--- config.mk ---
export PLATFORM = sky130hd
export DESIGN_NAME = t07_exec_sequencer_flat
export DESIGN_NICKNAME = d
export VERILOG_FILES = /design/src/rtl/t07_exec_sequencer_if.sv /design/src/rtl/t07_exec_sequencer.sv /design/src/flat_wrapper.sv
export SDC_FILE = /design/constraint.sdc
export NUM_CORES = 1
export LEC_CHECK = 0
export CORE_ASPECT_RATIO = 1.1
export CORE_UTILIZATION = 44
export DETAILED_ROUTE_END_ITERATION = 10
export PLACE_DENSITY = 0.83
export SKIP_LAST_GASP = 1
export SYNTH_ARGS = -nofsm -noshare
export SYNTH_HDL_FRONTEND = slang
export SYNTH_SLANG_ARGS = --single-unit
--- constraint.sdc ---
create_clock -name clk -period 1.7 [get_ports clk]
set_input_delay 0.425 -clock clk [delete_from_list [all_inputs] [get_ports clk]]
set_output_delay 0.425 -clock clk [all_outputs]
set_load 0.02 [all_outputs]
--- src/rtl/t07_exec_sequencer_if.sv ---
// Handshake and control bundle between the execution sequencer and its surroundings:
// fetch path, control unit, memory handler and FPU.
interface t07_exec_sequencer_if #(
    parameter int CNT_W = 16
);
    logic             run;
    logic             fetch_ack;
    logic             cu_memRead;
    logic             cu_memWrite;
    logic             cu_regWrite;
    logic             cu_regEnable_FPU;
    logic [1:0]       cu_FPUWrite;
    logic             cu_invalid_Op;
    logic             mem_done;
    logic             fpu_done;
    logic             trap_clr;

    logic             fetch_req;
    logic             ir_load;
    logic             mem_start;
    logic             fpu_start;
    logic             reg_wb_en;
    logic             fpu_wb_en;
    logic             pc_en;
    logic             trap;
    logic [1:0]       trap_cause;
    logic [2:0]       state;
    logic [CNT_W-1:0] retired;

    // Sequencer side
    modport master (
        input  run, fetch_ack,
        input  cu_memRead, cu_memWrite, cu_regWrite, cu_regEnable_FPU,
        input  cu_FPUWrite, cu_invalid_Op,
        input  mem_done, fpu_done, trap_clr,
        output fetch_req, ir_load, mem_start, fpu_start,
        output reg_wb_en, fpu_wb_en, pc_en,
        output trap, trap_cause, state, retired
    );

    // Environment side: fetch path, control unit, memory handler, FPU
    modport slave (
        output run, fetch_ack,
        output cu_memRead, cu_memWrite, cu_regWrite, cu_regEnable_FPU,
        output cu_FPUWrite, cu_invalid_Op,
        output mem_done, fpu_done, trap_clr,
        input  fetch_req, ir_load, mem_start, fpu_start,
        input  reg_wb_en, fpu_wb_en, pc_en,
        input  trap, trap_cause, state, retired
    );
endinterface

--- src/rtl/t07_exec_sequencer.sv ---
// Multi-cycle execution sequencer: fetch, decode, memory/FPU wait, single-cycle
// writeback, with timeout and invalid-opcode trapping and a retired-instruction counter.
module t07_exec_sequencer #(
    parameter int TIMEOUT = 255,
    parameter int CNT_W   = 16
) (
    input logic                  clk,
    input logic                  rst,
    t07_exec_sequencer_if.master bus
);

    localparam int WAIT_W = (TIMEOUT > 2) ? $clog2(TIMEOUT) : 1;
    localparam logic [WAIT_W-1:0] WAIT_LAST = WAIT_W'(TIMEOUT - 1);

    typedef enum logic [2:0] {
        S_IDLE   = 3'd0,
        S_FETCH  = 3'd1,
        S_DECODE = 3'd2,
        S_MEM    = 3'd3,
        S_FPU    = 3'd4,
        S_WB     = 3'd5,
        S_TRAP   = 3'd6
    } state_t;

    localparam logic [1:0] CAUSE_NONE    = 2'b00;
    localparam logic [1:0] CAUSE_INVALID = 2'b01;
    localparam logic [1:0] CAUSE_MEM_TO  = 2'b10;
    localparam logic [1:0] CAUSE_FPU_TO  = 2'b11;

    state_t            state_q;
    state_t            state_d;
    logic [WAIT_W-1:0] wait_cnt;
    logic [WAIT_W-1:0] wait_d;
    logic [CNT_W-1:0]  retired_q;
    logic [CNT_W-1:0]  retired_d;
    logic [1:0]        cause_q;
    logic [1:0]        cause_d;

    logic is_mem;
    logic is_fpu;
    logic fetch_req;
    logic ir_load;
    logic mem_start;
    logic fpu_start;
    logic reg_wb_en;
    logic fpu_wb_en;
    logic pc_en;

    // Memory wins over the FPU path when both are flagged.
    assign is_mem = bus.cu_memRead | bus.cu_memWrite;
    assign is_fpu = bus.cu_regEnable_FPU & ~is_mem;

    always_ff @(posedge clk) begin
        if (rst) begin
            state_q   <= S_IDLE;
            wait_cnt  <= '0;
            retired_q <= '0;
            cause_q   <= CAUSE_NONE;
        end else begin
            state_q   <= state_d;
            wait_cnt  <= wait_d;
            retired_q <= retired_d;
            cause_q   <= cause_d;
        end
    end

    always_comb begin
        state_d   = state_q;
        wait_d    = wait_cnt;
        retired_d = retired_q;
        cause_d   = cause_q;
        fetch_req = 1'b0;
        ir_load   = 1'b0;
        mem_start = 1'b0;
        fpu_start = 1'b0;
        reg_wb_en = 1'b0;
        fpu_wb_en = 1'b0;
        pc_en     = 1'b0;

        case (state_q)
            S_IDLE: begin
                if (bus.run) begin
                    state_d = S_FETCH;
                end
            end

            S_FETCH: begin
                fetch_req = 1'b1;
                if (bus.fetch_ack) begin
                    ir_load = 1'b1;
                    state_d = S_DECODE;
                end
            end

            S_DECODE: begin
                wait_d = '0;
                if (bus.cu_invalid_Op) begin
                    cause_d = CAUSE_INVALID;
                    state_d = S_TRAP;
                end else if (is_mem) begin
                    mem_start = 1'b1;
                    state_d   = S_MEM;
                end else if (is_fpu) begin
                    fpu_start = 1'b1;
                    state_d   = S_FPU;
                end else begin
                    state_d = S_WB;
                end
            end

            // A done on the last allowed wait cycle still completes normally.
            S_MEM: begin
                if (bus.mem_done) begin
                    state_d = S_WB;
                end else if (wait_cnt == WAIT_LAST) begin
                    cause_d = CAUSE_MEM_TO;
                    state_d = S_TRAP;
                end else begin
                    wait_d = wait_cnt + WAIT_W'(1);
                end
            end

            S_FPU: begin
                if (bus.fpu_done) begin
                    state_d = S_WB;
                end else if (wait_cnt == WAIT_LAST) begin
                    cause_d = CAUSE_FPU_TO;
                    state_d = S_TRAP;
                end else begin
                    wait_d = wait_cnt + WAIT_W'(1);
                end
            end

            S_WB: begin
                pc_en     = 1'b1;
                reg_wb_en = bus.cu_regWrite & ~is_fpu;
                fpu_wb_en = is_fpu & (bus.cu_FPUWrite != 2'b00);
                retired_d = retired_q + CNT_W'(1);
                state_d   = bus.run ? S_FETCH : S_IDLE;
            end

            S_TRAP: begin
                if (bus.trap_clr) begin
                    cause_d = CAUSE_NONE;
                    state_d = S_IDLE;
                end
            end

            default: begin
                state_d = S_IDLE;
            end
        endcase
    end

    assign bus.fetch_req  = fetch_req;
    assign bus.ir_load    = ir_load;
    assign bus.mem_start  = mem_start;
    assign bus.fpu_start  = fpu_start;
    assign bus.reg_wb_en  = reg_wb_en;
    assign bus.fpu_wb_en  = fpu_wb_en;
    assign bus.pc_en      = pc_en;
    assign bus.trap       = (state_q == S_TRAP);
    assign bus.trap_cause = cause_q;
    assign bus.state      = state_q;
    assign bus.retired    = retired_q;

endmodule

--- src/flat_wrapper.sv ---
// flat-port wrapper written by rule: the top's interface ports become plain ports
module t07_exec_sequencer_flat 
#(
    parameter int TIMEOUT = 255,
    parameter int CNT_W   = 16
)
  (clk, rst, bus_run, bus_fetch_ack, bus_cu_memRead, bus_cu_memWrite, bus_cu_regWrite, bus_cu_regEnable_FPU, bus_cu_FPUWrite, bus_cu_invalid_Op, bus_mem_done, bus_fpu_done, bus_trap_clr, bus_fetch_req, bus_ir_load, bus_mem_start, bus_fpu_start, bus_reg_wb_en, bus_fpu_wb_en, bus_pc_en, bus_trap, bus_trap_cause, bus_state, bus_retired);
  t07_exec_sequencer_if #(.CNT_W(CNT_W)) bus_i ();
  input logic clk;
  input logic rst;
  input wire logic [$bits(bus_i.run)-1:0] bus_run;
  input wire logic [$bits(bus_i.fetch_ack)-1:0] bus_fetch_ack;
  input wire logic [$bits(bus_i.cu_memRead)-1:0] bus_cu_memRead;
  input wire logic [$bits(bus_i.cu_memWrite)-1:0] bus_cu_memWrite;
  input wire logic [$bits(bus_i.cu_regWrite)-1:0] bus_cu_regWrite;
  input wire logic [$bits(bus_i.cu_regEnable_FPU)-1:0] bus_cu_regEnable_FPU;
  input wire logic [$bits(bus_i.cu_FPUWrite)-1:0] bus_cu_FPUWrite;
  input wire logic [$bits(bus_i.cu_invalid_Op)-1:0] bus_cu_invalid_Op;
  input wire logic [$bits(bus_i.mem_done)-1:0] bus_mem_done;
  input wire logic [$bits(bus_i.fpu_done)-1:0] bus_fpu_done;
  input wire logic [$bits(bus_i.trap_clr)-1:0] bus_trap_clr;
  output wire logic [$bits(bus_i.fetch_req)-1:0] bus_fetch_req;
  output wire logic [$bits(bus_i.ir_load)-1:0] bus_ir_load;
  output wire logic [$bits(bus_i.mem_start)-1:0] bus_mem_start;
  output wire logic [$bits(bus_i.fpu_start)-1:0] bus_fpu_start;
  output wire logic [$bits(bus_i.reg_wb_en)-1:0] bus_reg_wb_en;
  output wire logic [$bits(bus_i.fpu_wb_en)-1:0] bus_fpu_wb_en;
  output wire logic [$bits(bus_i.pc_en)-1:0] bus_pc_en;
  output wire logic [$bits(bus_i.trap)-1:0] bus_trap;
  output wire logic [$bits(bus_i.trap_cause)-1:0] bus_trap_cause;
  output wire logic [$bits(bus_i.state)-1:0] bus_state;
  output wire logic [$bits(bus_i.retired)-1:0] bus_retired;
  assign bus_i.run = bus_run;
  assign bus_i.fetch_ack = bus_fetch_ack;
  assign bus_i.cu_memRead = bus_cu_memRead;
  assign bus_i.cu_memWrite = bus_cu_memWrite;
  assign bus_i.cu_regWrite = bus_cu_regWrite;
  assign bus_i.cu_regEnable_FPU = bus_cu_regEnable_FPU;
  assign bus_i.cu_FPUWrite = bus_cu_FPUWrite;
  assign bus_i.cu_invalid_Op = bus_cu_invalid_Op;
  assign bus_i.mem_done = bus_mem_done;
  assign bus_i.fpu_done = bus_fpu_done;
  assign bus_i.trap_clr = bus_trap_clr;
  assign bus_fetch_req = bus_i.fetch_req;
  assign bus_ir_load = bus_i.ir_load;
  assign bus_mem_start = bus_i.mem_start;
  assign bus_fpu_start = bus_i.fpu_start;
  assign bus_reg_wb_en = bus_i.reg_wb_en;
  assign bus_fpu_wb_en = bus_i.fpu_wb_en;
  assign bus_pc_en = bus_i.pc_en;
  assign bus_trap = bus_i.trap;
  assign bus_trap_cause = bus_i.trap_cause;
  assign bus_state = bus_i.state;
  assign bus_retired = bus_i.retired;
  t07_exec_sequencer #(.TIMEOUT(TIMEOUT), .CNT_W(CNT_W)) u_core (.clk(clk), .rst(rst), .bus(bus_i));
endmodule
# Yosys cells after proc, flatten, opt, wreduce, memory -nomap -nowiden
# Index checks and enable logic that the tools add are counted.
# op_classes
reduce_logical	7
n_mux	35
addsub	2
bitwise_logic	6
n_eq_ne	15
# op_table
cell	n
3-bit 2-to-1 mux	8
8-bit 2-to-1 mux	3
8-bit one-hot mux with 3 select lines	1
3-bit one-hot mux with 7 select lines	1
16-bit by 1-bit adder with 16-bit output, second input constant	1
1-bit 2-to-1 mux	15
2-bit 2-to-1 mux	6
2-bit != test, second input constant	6
3-bit equality test, second input constant	3
8-bit by 1-bit adder with 8-bit output, second input constant	1
8-bit equality test, second input constant	1
2-bit one-hot mux with 4 select lines	1
7-bit AND reduction	1
3-bit by 2-bit equality test with 1-bit output, second input constant	2
3-bit AND reduction	2
2-bit by 1-bit != test with 1-bit output, second input constant	2
4-bit nonzero test	1
1-bit AND	3
3-bit by 1-bit equality test with 1-bit output, second input constant	1
3-bit zero test	1
3-bit nonzero test	1
1-bit NOT	2
2-bit nonzero test	1
1-bit bitwise OR	1
# totals
output_inout_bits	29
regBits	29
inputBits	14
wordCells	69

# Depth between registers and ports, before layout
# Gate-level depths: netlist of run 1.
# depth
word_depth	7
mapped_depth	7
mapped_depth_nobuf	6

# Worst setup path before layout of run 1
# Ideal clock, no wire load.
# synth_timing
path_kind	input to output
startpoint	input port bus_cu_memWrite
endpoint	output port bus_fpu_start
t_required_ns	1.275
setup_slack_ns	-0.337
t_arrival_ns	1.612
stages	2
path_buffers	0
path_cell_list	or3b_2 > nor4_1
# synth_via
elab_chain_cells	7
# synth_lines
element	line_no	source
start, declared	flat_wrapper.sv:14	input wire logic [$bits(bus_i.cu_memWrite)-1:0] bus_cu_memWrite;
1-bit bitwise OR *	t07_exec_sequencer.sv:50	assign is_mem = bus.cu_memRead | bus.cu_memWrite;
1-bit NOT	t07_exec_sequencer.sv:51	assign is_fpu = bus.cu_regEnable_FPU & ~is_mem;
1-bit AND	t07_exec_sequencer.sv:51	
1-bit 2-to-1 mux	t07_exec_sequencer.sv:103	end else if (is_fpu) begin
1-bit 2-to-1 mux *	t07_exec_sequencer.sv:100	end else if (is_mem) begin
1-bit 2-to-1 mux *	t07_exec_sequencer.sv:97	if (bus.cu_invalid_Op) begin
1-bit 2-to-1 mux *	t07_exec_sequencer.sv:80	case (state_q)
end, declared	flat_wrapper.sv:25	output wire logic [$bits(bus_i.fpu_start)-1:0] bus_fpu_start;
# Every way passes the cells marked *; elsewhere a longest branch is shown, timed or not.

# Worst setup path in the final report of run 1
# layout_timing
startpoint	input port bus_cu_memRead
endpoint	output port bus_fpu_start
# layout_via
elab_chain_cells	7
# layout_lines
element	line_no	source
start, declared	flat_wrapper.sv:13	input wire logic [$bits(bus_i.cu_memRead)-1:0] bus_cu_memRead;
1-bit bitwise OR *	t07_exec_sequencer.sv:50	
1-bit NOT	t07_exec_sequencer.sv:51	
1-bit AND	t07_exec_sequencer.sv:51	
1-bit 2-to-1 mux	t07_exec_sequencer.sv:103	
1-bit 2-to-1 mux *	t07_exec_sequencer.sv:100	
1-bit 2-to-1 mux *	t07_exec_sequencer.sv:97	
1-bit 2-to-1 mux *	t07_exec_sequencer.sv:80	
# Marks and branches as above.

==> metrics.cfg, run 1 <==
[run_status]
status=complete, but fails checks
violations=negative setup slack

[cells_and_area]
nets=322
n_antenna_cell=0
final_cell_area_um2=2830
syn2layout_area_growth_pct=59.9
final_common_cell=buf_4
final_cell_mix=buf_4, nand2_1, dfxtp_1, nor2_1, dlygate4sd2_1
final_layout_size_suffix_gt1_share_pct=37.3

[clock_tree]
cts_buffers=5
htree_levels=2
clock_sink_count=29
insertion_delay_ns=0.29
clk_pin_slew_ns=0.07
cts_root_buf=clkbuf_8
cts_tree=built
clk_path_buf_depth=2
hold_buffers=0

[detailed_routing]
drc=0
wl_per_cell_um=15.5
routed_wl_um=5520
drtAntennaViolNets=0
first_iter_violations=144
num_vias=2020
via_per_inst=5.67
first_pass_iters=4

[sta]
grt_setup_unrepaired=true
worst_slack_ns=-0.0310
setup_violations=5
max-slew-margin-rel_pct=67.3
worst_pin_slew_ns=0.488
slew_violations=0
post-route-period-util_pct=102
hold_slack_ns=0.489
fin_crit_ns=1.73
fin_skew_ns=0.00663
fmax_mhz=578
finalHoldViolCount=0

[logic_synthesis]
yosysTopAreaCellShare_pct=32.8
syn-instance-count=219
yosysWarningCount=0
synthTopCellsByArea=dfxtp_1, a21oi_1, mux2i_1, nand2_1, nor2_1
synth-edff-count=0
synth_cell_type_count=50
synth_nets=236
yosysSeqAreaShare_pct=32.8
netlist_area_um2=1770
async_flop_share_pct=0
synth.largest_area_cell=dfxtp_1
yosys_register_bits=29
synthFlopType=dfxtp_1
avgSynthCellArea_um2=8.07

[place]
portBuffers=42
gp_congestion=0.844
pre_cts_slack_ns=-1.03
place_hpwl_um=3650
placed_area_um2=2590

[floorplanning]
rows=23
io-pin-count=43
start_util_pct=47.3
die_h_um=68.5
dieArea_um2=4280
core_um2=3740
fp.dieW_um=62.4

[worst_setup_path]
worstSetupEndpoint=bus_fpu_start
crit_fanout=4
ff2ff_setup_slack_ns=-0.02
cp-start-kind=input port
slowest_delay_ns=0.44
critPathSlowestCell=or3b_4
path_cells=buf_6 > or3b_4 > nor4_2 > buf_4
worst-setup-path-type=input port to output pin
rr_endpoint=u_core.bus.trap_cause[1]
r2r_cells=5
critPathCaptureType=output pin
critPathArrivalTime_ns=1.31
worstPathRequired_ns=1.27
startpoint=bus_cu_memRead
timing.rr.start=u_core.bus.state[0]

[global_route]
track_usage_pct=24.0
grt_max_degree=18
grt_pass1_wl_um=8070
gr-total-overflow=0
grt_pass1_vias=1849
antenna_found_initial=0

[flow_run]
maxCapViolCount=0

[power]
p_per_area_nw_per_um2=664
p_leak_nw=1.20
total_power_mw=1.88
vdd_ir_drop_max_uv=489

[min_path]
hp-class=flop to flop

[metal layers]
layer | part of all wire (%) | routed length, µm | track usage (%)
met4 | 2.4 | 134 | 9.30
met3 | 3.8 | 208 | 6.00
met1 | 40 | 2210 | 26.1
met2 | 54 | 2970 | 45.5
met5 | 0 | 0 | 0
[critical path, delay by kind of cell]
family | cells | cell delay [ns]
buffers and inverters | 2 | 0.27
and+or+nand+nor | 2 | 0.60
[flip-flops by register name, summed over array words and instances, names as in the netlist]
register               flops
u_core.wait_cnt            8
u_core.bus.state           3
u_core.bus.trap_cause      2
u_core.bus.retired        16
[timing repair]
action | in CTS | in global routing
setup buffers | 1 | 4
pin swaps | 6 | 12
endpoints found under the setup margin | 35 | 22
gates resized for setup | 76 | 26
[final cells by class]
cell class	count	area, µm²
fill	268	915
clock buffer	8	111
sequential	29	603
multi-input combinational	168	1240
timing repair buffer	92	773
inverter	9	33.8
tap	50	62.6
[cells by family after synthesis]
family | after synthesis | synth area share (%)
xor+xnor | 8 | 3.96
flops | 29 | 32.8
mux | 11 | 6.44
compound gates | 45 | 17.5
buf+inv | 22 | 5.24
simple gates | 101 | 31.9
fa+ha+maj | 3 | 2.12
[synth_stat cells (all sizes together) (2+ instances only)]
cell     n
or4      3
a21oi   17
o31ai    4
nor3     5
clkbuf   7
nand3b   2
xor2     3
o21ai    3
and3     4
or3b     2
nand3    9
ha       3
mux2i    8
nand2b   8
dfxtp   29
a311oi   2
nor4     8
o211ai   2
nor2    16
inv      9
or3      5
nor2b    7
a22o     2
and4     3
nand2   20
a211oi   4
nand4    5
buf      6
mux2     3
xnor2    5
a31oi    2
[worst min-delay path by stage]
stage / startpoint / endpoint / slack [ns] / cells past startpoint
floorplan: u_core.wait_cnt[5] / u_core.wait_cnt[5] / 0.45 / 2
global placement: u_core.bus.retired[15] / u_core.bus.retired[15] / 0.46 / 2
detailed placement: u_core.bus.retired[15] / u_core.bus.retired[15] / 0.48 / 2
CTS: u_core.bus.retired[15] / u_core.bus.retired[15] / 0.48 / 2
global route: u_core.wait_cnt[5] / u_core.wait_cnt[5] / 0.51 / 2
finish: u_core.bus.retired[1] / u_core.bus.retired[1] / 0.49 / 2
[metrics by stage]
step	TNS, ns	instances	util (%)
5_1_grt	-0.436	356	75.6
3_5_place_dp	-8.22	343	69.1
3_3_place_gp	-7.58	343	69.1
6_report	-0.0639	356	75.6
4_1_cts	-0.0554	352	72.4
2_1_floorplan	-0.247	219	-
[power breakdown]
part           leakage (nW)  switching, mW  internal [mW]  total, mW
Combinational         0.901          0.231          0.224      0.455
Clock                0.0566          0.278          0.418      0.696
Sequential            0.241         0.0259          0.700      0.726
Total                  1.20          0.535           1.34       1.88
(Power assumes the default switching activity.)
==> inputs of run 2 (changes only) <==
--- a/config.mk
+++ b/config.mk
@@ -9,6 +9,7 @@
 export CORE_UTILIZATION = 44
 export DETAILED_ROUTE_END_ITERATION = 10
 export PLACE_DENSITY = 0.83
+export SETUP_SLACK_MARGIN = 0.3
 export SKIP_LAST_GASP = 1
 export SYNTH_ARGS = -nofsm -noshare
 export SYNTH_HDL_FRONTEND = slang
==> metrics.cfg, run 2 <==
[run_status]
status=stopped before the end  ; was complete, but fails checks
haltStage=5_1_grt
firstError=[ERROR DPL-0038] Utilization greater than 100%, impossible to legalize

[floorplanning]
rows=23  ; unchanged
fp.dieW_um=62.4  ; unchanged
io-pin-count=43  ; unchanged
die_h_um=68.5  ; unchanged
start_util_pct=47.3  ; unchanged

[logic_synthesis]
synth_cell_type_count=50  ; unchanged
synth-edff-count=0  ; unchanged
synth.largest_area_cell=dfxtp_1  ; unchanged
synthFlopType=dfxtp_1  ; unchanged
yosys_register_bits=29  ; unchanged
netlist_area_um2=1770  ; unchanged
synth_compound_area_share_pct=17.5  ; unchanged
yosysSeqAreaShare_pct=32.8  ; unchanged
yosysTopAreaCellShare_pct=32.8  ; unchanged
synthTopCellsByArea=dfxtp_1, a21oi_1, mux2i_1, nand2_1, nor2_1  ; unchanged
syn-instance-count=219  ; unchanged
synth_fa_ha_area_share_pct=2.12  ; unchanged
ys_top_cells_by_count=dfxtp_1, nand2_1, a21oi_1  ; unchanged
synth_top_family_by_area=simple AND/OR/NAND/NOR gates  ; unchanged
synth.most_common_cell=dfxtp_1  ; unchanged
synth-simple-area-share_pct=31.9  ; unchanged
async_flop_share_pct=0  ; unchanged
synth_xor_area_share_pct=3.96  ; unchanged
synth_nets=236  ; unchanged
avgSynthCellArea_um2=8.07  ; unchanged
synthMuxAreaShare_pct=6.44  ; unchanged
yosysWarningCount=0  ; unchanged

[clock_tree]
cts_buffers=5  ; unchanged
cts_root_buf=clkbuf_8  ; unchanged
clk_path_buf_depth=2  ; unchanged
hold_buffers=0  ; unchanged
clock_sink_count=29  ; unchanged
htree_levels=2  ; unchanged

[sta]
postGrtWorstEndpoint=bus_fpu_start
worst-ep-kind=output port

[place]
gp_congestion=0.976  ; was 0.844
post-place-cells=343  ; unchanged
place_hpwl_um=3850  ; was 3650 µm
placed_area_um2=2730  ; was 2590 µm²
portBuffers=42  ; unchanged

[global_route]
grt_max_degree=12

-- run 2: kinds of logic after synthesis --
logic type | after synthesis
simple gates | 101
fa+ha+maj | 3
compound gates | 45
mux | 11
flops | 29
xor+xnor | 8
buf+inv | 22
-- run 2: per-stage QoR --
step	utilization, %	setup slack [ns]	hold WS, ns	TNS, ns
2_1_floorplan	-	0.0308	0.451	0
3_3_place_gp	73.1	-0.869	0.467	-7.58
3_5_place_dp	73.1	-0.940	0.474	-8.00
4_1_cts	90.8	-0.160	0.483	-0.315
-- run 2: what timing repair did --
| action | CTS |
|---|---|
| gates cloned | 2 |
| endpoints found under the setup margin | 53 |
| pin swaps | 34 |
| resized for setup | 174 |
| buffers inserted | 30 |
==> inputs of run 3 (changes only) <==
--- a/config.mk
+++ b/config.mk
@@ -5,11 +5,9 @@
 export SDC_FILE = /design/constraint.sdc
 export NUM_CORES = 1
 export LEC_CHECK = 0
-export CORE_ASPECT_RATIO = 1.1
-export CORE_UTILIZATION = 44
+export CORE_UTILIZATION = 40
 export DETAILED_ROUTE_END_ITERATION = 10
-export PLACE_DENSITY = 0.83
-export SETUP_SLACK_MARGIN = 0.3
+export PLACE_DENSITY_LB_ADDON = 0.15
 export SKIP_LAST_GASP = 1
 export SYNTH_ARGS = -nofsm -noshare
 export SYNTH_HDL_FRONTEND = slang
==> constraint.sdc (replaced) <==
create_clock -name clk -period 2.2 [get_ports clk]
set_input_delay 0.55 -clock clk [delete_from_list [all_inputs] [get_ports clk]]
set_output_delay 0.55 -clock clk [all_outputs]
set_load 0.02 [all_outputs]
==> metrics.cfg, run 3 (synthesis gave the netlist of run 1 again) <==
[run_status]
status=finished, final reports clean  ; was stopped before the end

[place]
gp_congestion=0.781  ; was 0.976
placed_area_um2=2370  ; was 2730 µm²
place_hpwl_um=3120  ; was 3850 µm
post-place-cells=321  ; was 343
pre_cts_slack_ns=-0.717  ; was -0.940 ns
portBuffers=42  ; unchanged

[detailed_routing]
via_per_inst=5.42
wl_per_cell_um=12.8
first_iter_violations=95
routed_wl_um=4200
num_vias=1784
first_pass_iters=4
drtAntennaViolNets=0
drc=0

[worst_setup_path]
critPathArrivalTime_ns=1.60
path_buf_inv=2
path_cells=dlygate4sd2_1 > or3b_4 > nor4_4 > buf_4
crit_cells=4
r2r_cells=5
slowest_delay_ns=0.43
crit_family=simple AND/OR/NAND/NOR gates
worstPathRequired_ns=1.65
worst-setup-path-type=input port to output pin
crit_fanout=4
cp-start-kind=input port
critPathSlowestCell=or3b_4
critPathCaptureType=output pin

[sta]
fmax_mhz=466
hold_slack_ns=0.481
finalHoldViolCount=0
fin_skew_ns=0.00396
post-route-period-util_pct=97.5
max-slew-margin-rel_pct=64.0
worst_pin_slew_ns=0.537
slew_violations=0
worst_slack_ns=0.0541
grt_setup_unrepaired=true
setup_tns_ns=0
setup_violations=0
fin_crit_ns=2.15

[cells_and_area]
final_cell_mix=clkdlybuf4s50_1, dfxtp_1, buf_4, nand2_1, a21oi_1
nets=295
register_area_um2=583
utilization_pct=60.4
stdcell_count=329
final_layout_size_suffix_gt1_share_pct=16.5
syn2layout_area_growth_pct=40.6
final_common_cell=clkdlybuf4s50_1
largest_reg_flops=16
multi_input_area_um2=1120
n_antenna_cell=0
final_cell_area_um2=2480
fill_cells=391

[floorplanning]
fp.dieW_um=68.5  ; was 62.4 µm
core_um2=4120
start_util_pct=43.0  ; was 47.3%
io-pin-count=43  ; unchanged
dieArea_um2=4690
die_h_um=68.5  ; unchanged
rows=23  ; unchanged

[global_route]
grt_max_degree=18
antenna_found_initial=0
grt_pass1_vias=1579
track_usage_pct=20.0
grt_pass1_wl_um=6960
gr-total-overflow=0

[power]
vdd_ir_drop_max_uv=260
p_per_area_nw_per_um2=574
total_power_mw=1.43
p_leak_nw=0.948

[clock_tree]
cts_buffers=5  ; unchanged
clk_path_buf_depth=2  ; unchanged
cts_tree=built
clk_pin_slew_ns=0.06
cts_root_buf=clkbuf_8  ; unchanged
cts_setup_buffers=0  ; was 30
clock_sink_count=29  ; unchanged
hold_buffers=0  ; unchanged
htree_levels=2  ; unchanged
insertion_delay_ns=0.28

[min_path]
min_path_cells=2
hp-class=flop to flop

[flow_run]
maxCapViolCount=0

run 3: final timing paths:
path	end	slack [ns]	startpoint
worst max register to register	u_core.wait_cnt[7]	0.27	u_core.bus.state[2]
worst min-delay path	u_core.bus.retired[15]	0.48	u_core.bus.retired[15]
worst max-delay path	bus_fpu_start	0.05	bus_cu_memWrite
worst min register to register	u_core.bus.retired[15]	0.48	u_core.bus.retired[15]
run 3: layout make-up:
cell class,instances,share of cell area (%)
Sequential cell,29,23.5
Clock buffer,7,3.47
Clock inverter,1,1.21
Timing Repair Buffer,65,23.0
Multi-Input combinational cell,168,45.0
Tap cell,50,2.52
Inverter,9,1.36
run 3: timing repair:
item,CTS,global route
resized for setup,27,5
endpoints found under the hold margin,0,0
setup endpoints to repair,8,3
pin swaps,2,2
run 3: worst min-delay path: stages (launching register included):
cell and delay, ns:
dfxtp_1 0.32, o31ai_1 0.06, a21oi_1 0.06
run 3: power breakdown:
part	internal [mW]	switching (mW)
Clock	0.369	0.208
Sequential	0.541	0.0191
Combinational	0.141	0.148
run 3: layer usage:
layer / track usage, % / up-vias / part of all wire, %
met4: 9.90 / 0 / 1.7
met2: 31.9 / 49 / 48
met3: 5.00 / 5 / 4.9
met5: 0 / - / 0
li1: - / 922 / -
met1: 24.8 / 808 / 46
==> inputs of run 4 (changes only) <==
--- a/config.mk
+++ b/config.mk
@@ -5,6 +5,7 @@
 export SDC_FILE = /design/constraint.sdc
 export NUM_CORES = 1
 export LEC_CHECK = 0
+export CORE_MARGIN = 3
 export CORE_UTILIZATION = 40
 export DETAILED_ROUTE_END_ITERATION = 10
 export PLACE_DENSITY_LB_ADDON = 0.15
==> metrics.cfg, run 4 (synthesis gave the netlist of run 1 again) <==
[power]
p_leak_nw=0.921  ; was 0.948 nW
vdd_ir_drop_max_uv=263  ; was 260 µV
total_power_mw=1.25  ; was 1.43 mW
p_per_area_nw_per_um2=516  ; was 574 nW/µm²

[cells_and_area]
n_antenna_cell=0  ; unchanged
final_cell_area_um2=2430  ; was 2480 µm²
fill_cells=410  ; was 391
final_layout_size_suffix_gt1_share_pct=15.2  ; was 16.5%
largest_reg_flops=16  ; unchanged
final_common_cell=clkdlybuf4s50_1  ; unchanged
final_cell_mix=clkdlybuf4s50_1, dfxtp_1, buf_4, nand2_1, a21oi_1  ; unchanged
nets=292  ; was 295
syn2layout_area_growth_pct=37.6  ; was 40.6%

[worst_setup_path]
critPathCaptureType=output pin  ; unchanged
path_buf_inv=2  ; unchanged
slowest_delay_ns=0.42  ; was 0.43 ns
critPathArrivalTime_ns=1.61  ; was 1.60 ns
path_cells=dlygate4sd2_1 > or3b_4 > nor4_2 > buf_4  ; was dlygate4sd2_1 > or3b_4 > nor4_4 > buf_4
worst-setup-path-type=input port to output pin  ; unchanged
crit_fanout=4  ; unchanged
crit_family=simple AND/OR/NAND/NOR gates  ; unchanged
critPathSlowestCell=or3b_4  ; unchanged
cp-start-kind=input port  ; unchanged
worstPathRequired_ns=1.65  ; about the same
ff2ff_setup_slack_ns=0.29  ; was 0.27 ns

[place]
pre_cts_slack_ns=-0.708  ; was -0.717 ns
gp_congestion=0.836  ; was 0.781
placed_area_um2=2360  ; was 2370 µm²
portBuffers=42  ; unchanged
place_hpwl_um=3160  ; was 3120 µm

[detailed_routing]
drc=0  ; unchanged
drtAntennaViolNets=0  ; unchanged
highest_layer=met4  ; unchanged
met3_length_um=201  ; was 205 µm
wl_met1_um=2020  ; was 1920 µm
routed_wl_um=4180  ; was 4200 µm
first_iter_violations=75  ; was 95
first_pass_iters=4  ; unchanged
via_per_inst=5.35  ; was 5.42
num_vias=1743  ; was 1,784
wl_met2_um=1910  ; was 2010 µm
wl_per_cell_um=12.8  ; about the same

[clock_tree]
insertion_delay_ns=0.27  ; was 0.28 ns
cts_buffers=5  ; unchanged
clk_pin_slew_ns=0.06  ; about the same
cts_tree=built  ; unchanged
clock_sink_count=29  ; unchanged
clk_path_buf_depth=2  ; unchanged
hold_buffers=0  ; unchanged
cts_root_buf=clkbuf_8  ; unchanged
htree_levels=2  ; unchanged
cts_setup_buffers=0  ; unchanged

[sta]
grt_setup_unrepaired=false  ; was true
post-route-period-util_pct=98.0  ; was 97.5%
max-slew-margin-rel_pct=62.3  ; was 64.0%
worst_slack_ns=0.0433  ; was 0.0541 ns
finalHoldViolCount=0  ; unchanged
fin_crit_ns=2.16  ; was 2.15 ns
worst_pin_slew_ns=0.562  ; was 0.537 ns
fmax_mhz=464  ; was 466 MHz
slew_violations=0  ; unchanged
fin_skew_ns=0.00543  ; was 0.00396 ns
setup_violations=0  ; unchanged

[global_route]
grt_pass1_wl_um=6750  ; was 6960 µm
gr-total-overflow=0  ; unchanged
grt_max_degree=23  ; was 18
antenna_found_initial=0  ; unchanged
grt_pass1_vias=1539  ; was 1,579
track_usage_pct=15.8  ; was 20.0%

[floorplanning]
io-pin-count=43  ; unchanged
die_h_um=72.5  ; was 68.5 µm
core_um2=4140  ; was 4120 µm²
fp.dieW_um=72.5  ; was 68.5 µm
rows=23  ; unchanged
start_util_pct=42.7  ; was 43.0%
dieArea_um2=5250  ; was 4690 µm²

[run_status]
status=finished, final reports clean  ; unchanged

[flow_run]
maxCapViolCount=0  ; unchanged

[min_path]
hp-class=flop to flop  ; unchanged

-- run 4: cell count changes in the layout (fill, tap and decap cells not counted), sizes merged --
| cell | change |
|---|---|
| clkinv | +2 |
| bufinv | -1 |
| buf | -4 |
-- run 4: worst register-to-register path, cell delays in order (launching register included) --
cell and delay (ns):
dfxtp_2 0.43, nand3b_4 0.11, buf_4 0.18, or3_1 0.48, or4_1 0.50, a21oi_1 0.14
-- run 4: what timing repair did --
item	4_1_cts	5_1_grt
pin swaps	2	0
resized for setup	27	3
endpoints found under the setup margin	9	3
-- run 4: path summary, 6_finish.rpt --
kind                            endpoint  depth (start not counted)                    from
setup reg to reg  u_core.bus.retired[15]                          5     u_core.bus.state[0]
hold reg to reg   u_core.bus.retired[15]                          2  u_core.bus.retired[15]
hold / removal    u_core.bus.retired[15]                          2  u_core.bus.retired[15]
setup / recovery           bus_fpu_start                          4          bus_cu_memRead
-- run 4: layout make-up --
type                       count  area (µm²)  share of cell area [%]
timing repair buffer          62         563                    23.1
multi-input combinational    168        1110                    45.6
clock inverter                 2        10.0                   0.412
tap                           50        62.6                    2.57
inverter                       9        33.8                    1.39
sequential                    29         582                    23.9
clock buffer                   6        72.6                    2.98
-- run 4: per-stage QoR --
stage	hold WS (ns)	std cells	util [%]	setup TNS (ns)
after global routing	0.514	326	58.7	0
after floorplan	0.451	219	-	0
after CTS	0.488	326	58.7	0
final	0.489	326	58.7	0
after global placement	0.468	318	57.0	-2.45
after detailed placement	0.478	318	57.0	-2.56
-- run 4: power by group --
group | switching [mW] | leakage (nW) | internal, mW | total [mW]
Combinational | 0.147 | 0.641 | 0.134 | 0.281
Sequential | 0.0195 | 0.234 | 0.540 | 0.560
Clock | 0.195 | 0.0450 | 0.219 | 0.414
Total | 0.361 | 0.921 | 0.893 | 1.25
-- run 4: per-layer routing --
metal  up-vias  GRT usage, %
met5         -             0
met4         0          3.69
met3         5          3.74
met2        43          25.5
met1       783          21.4
li1        912             -
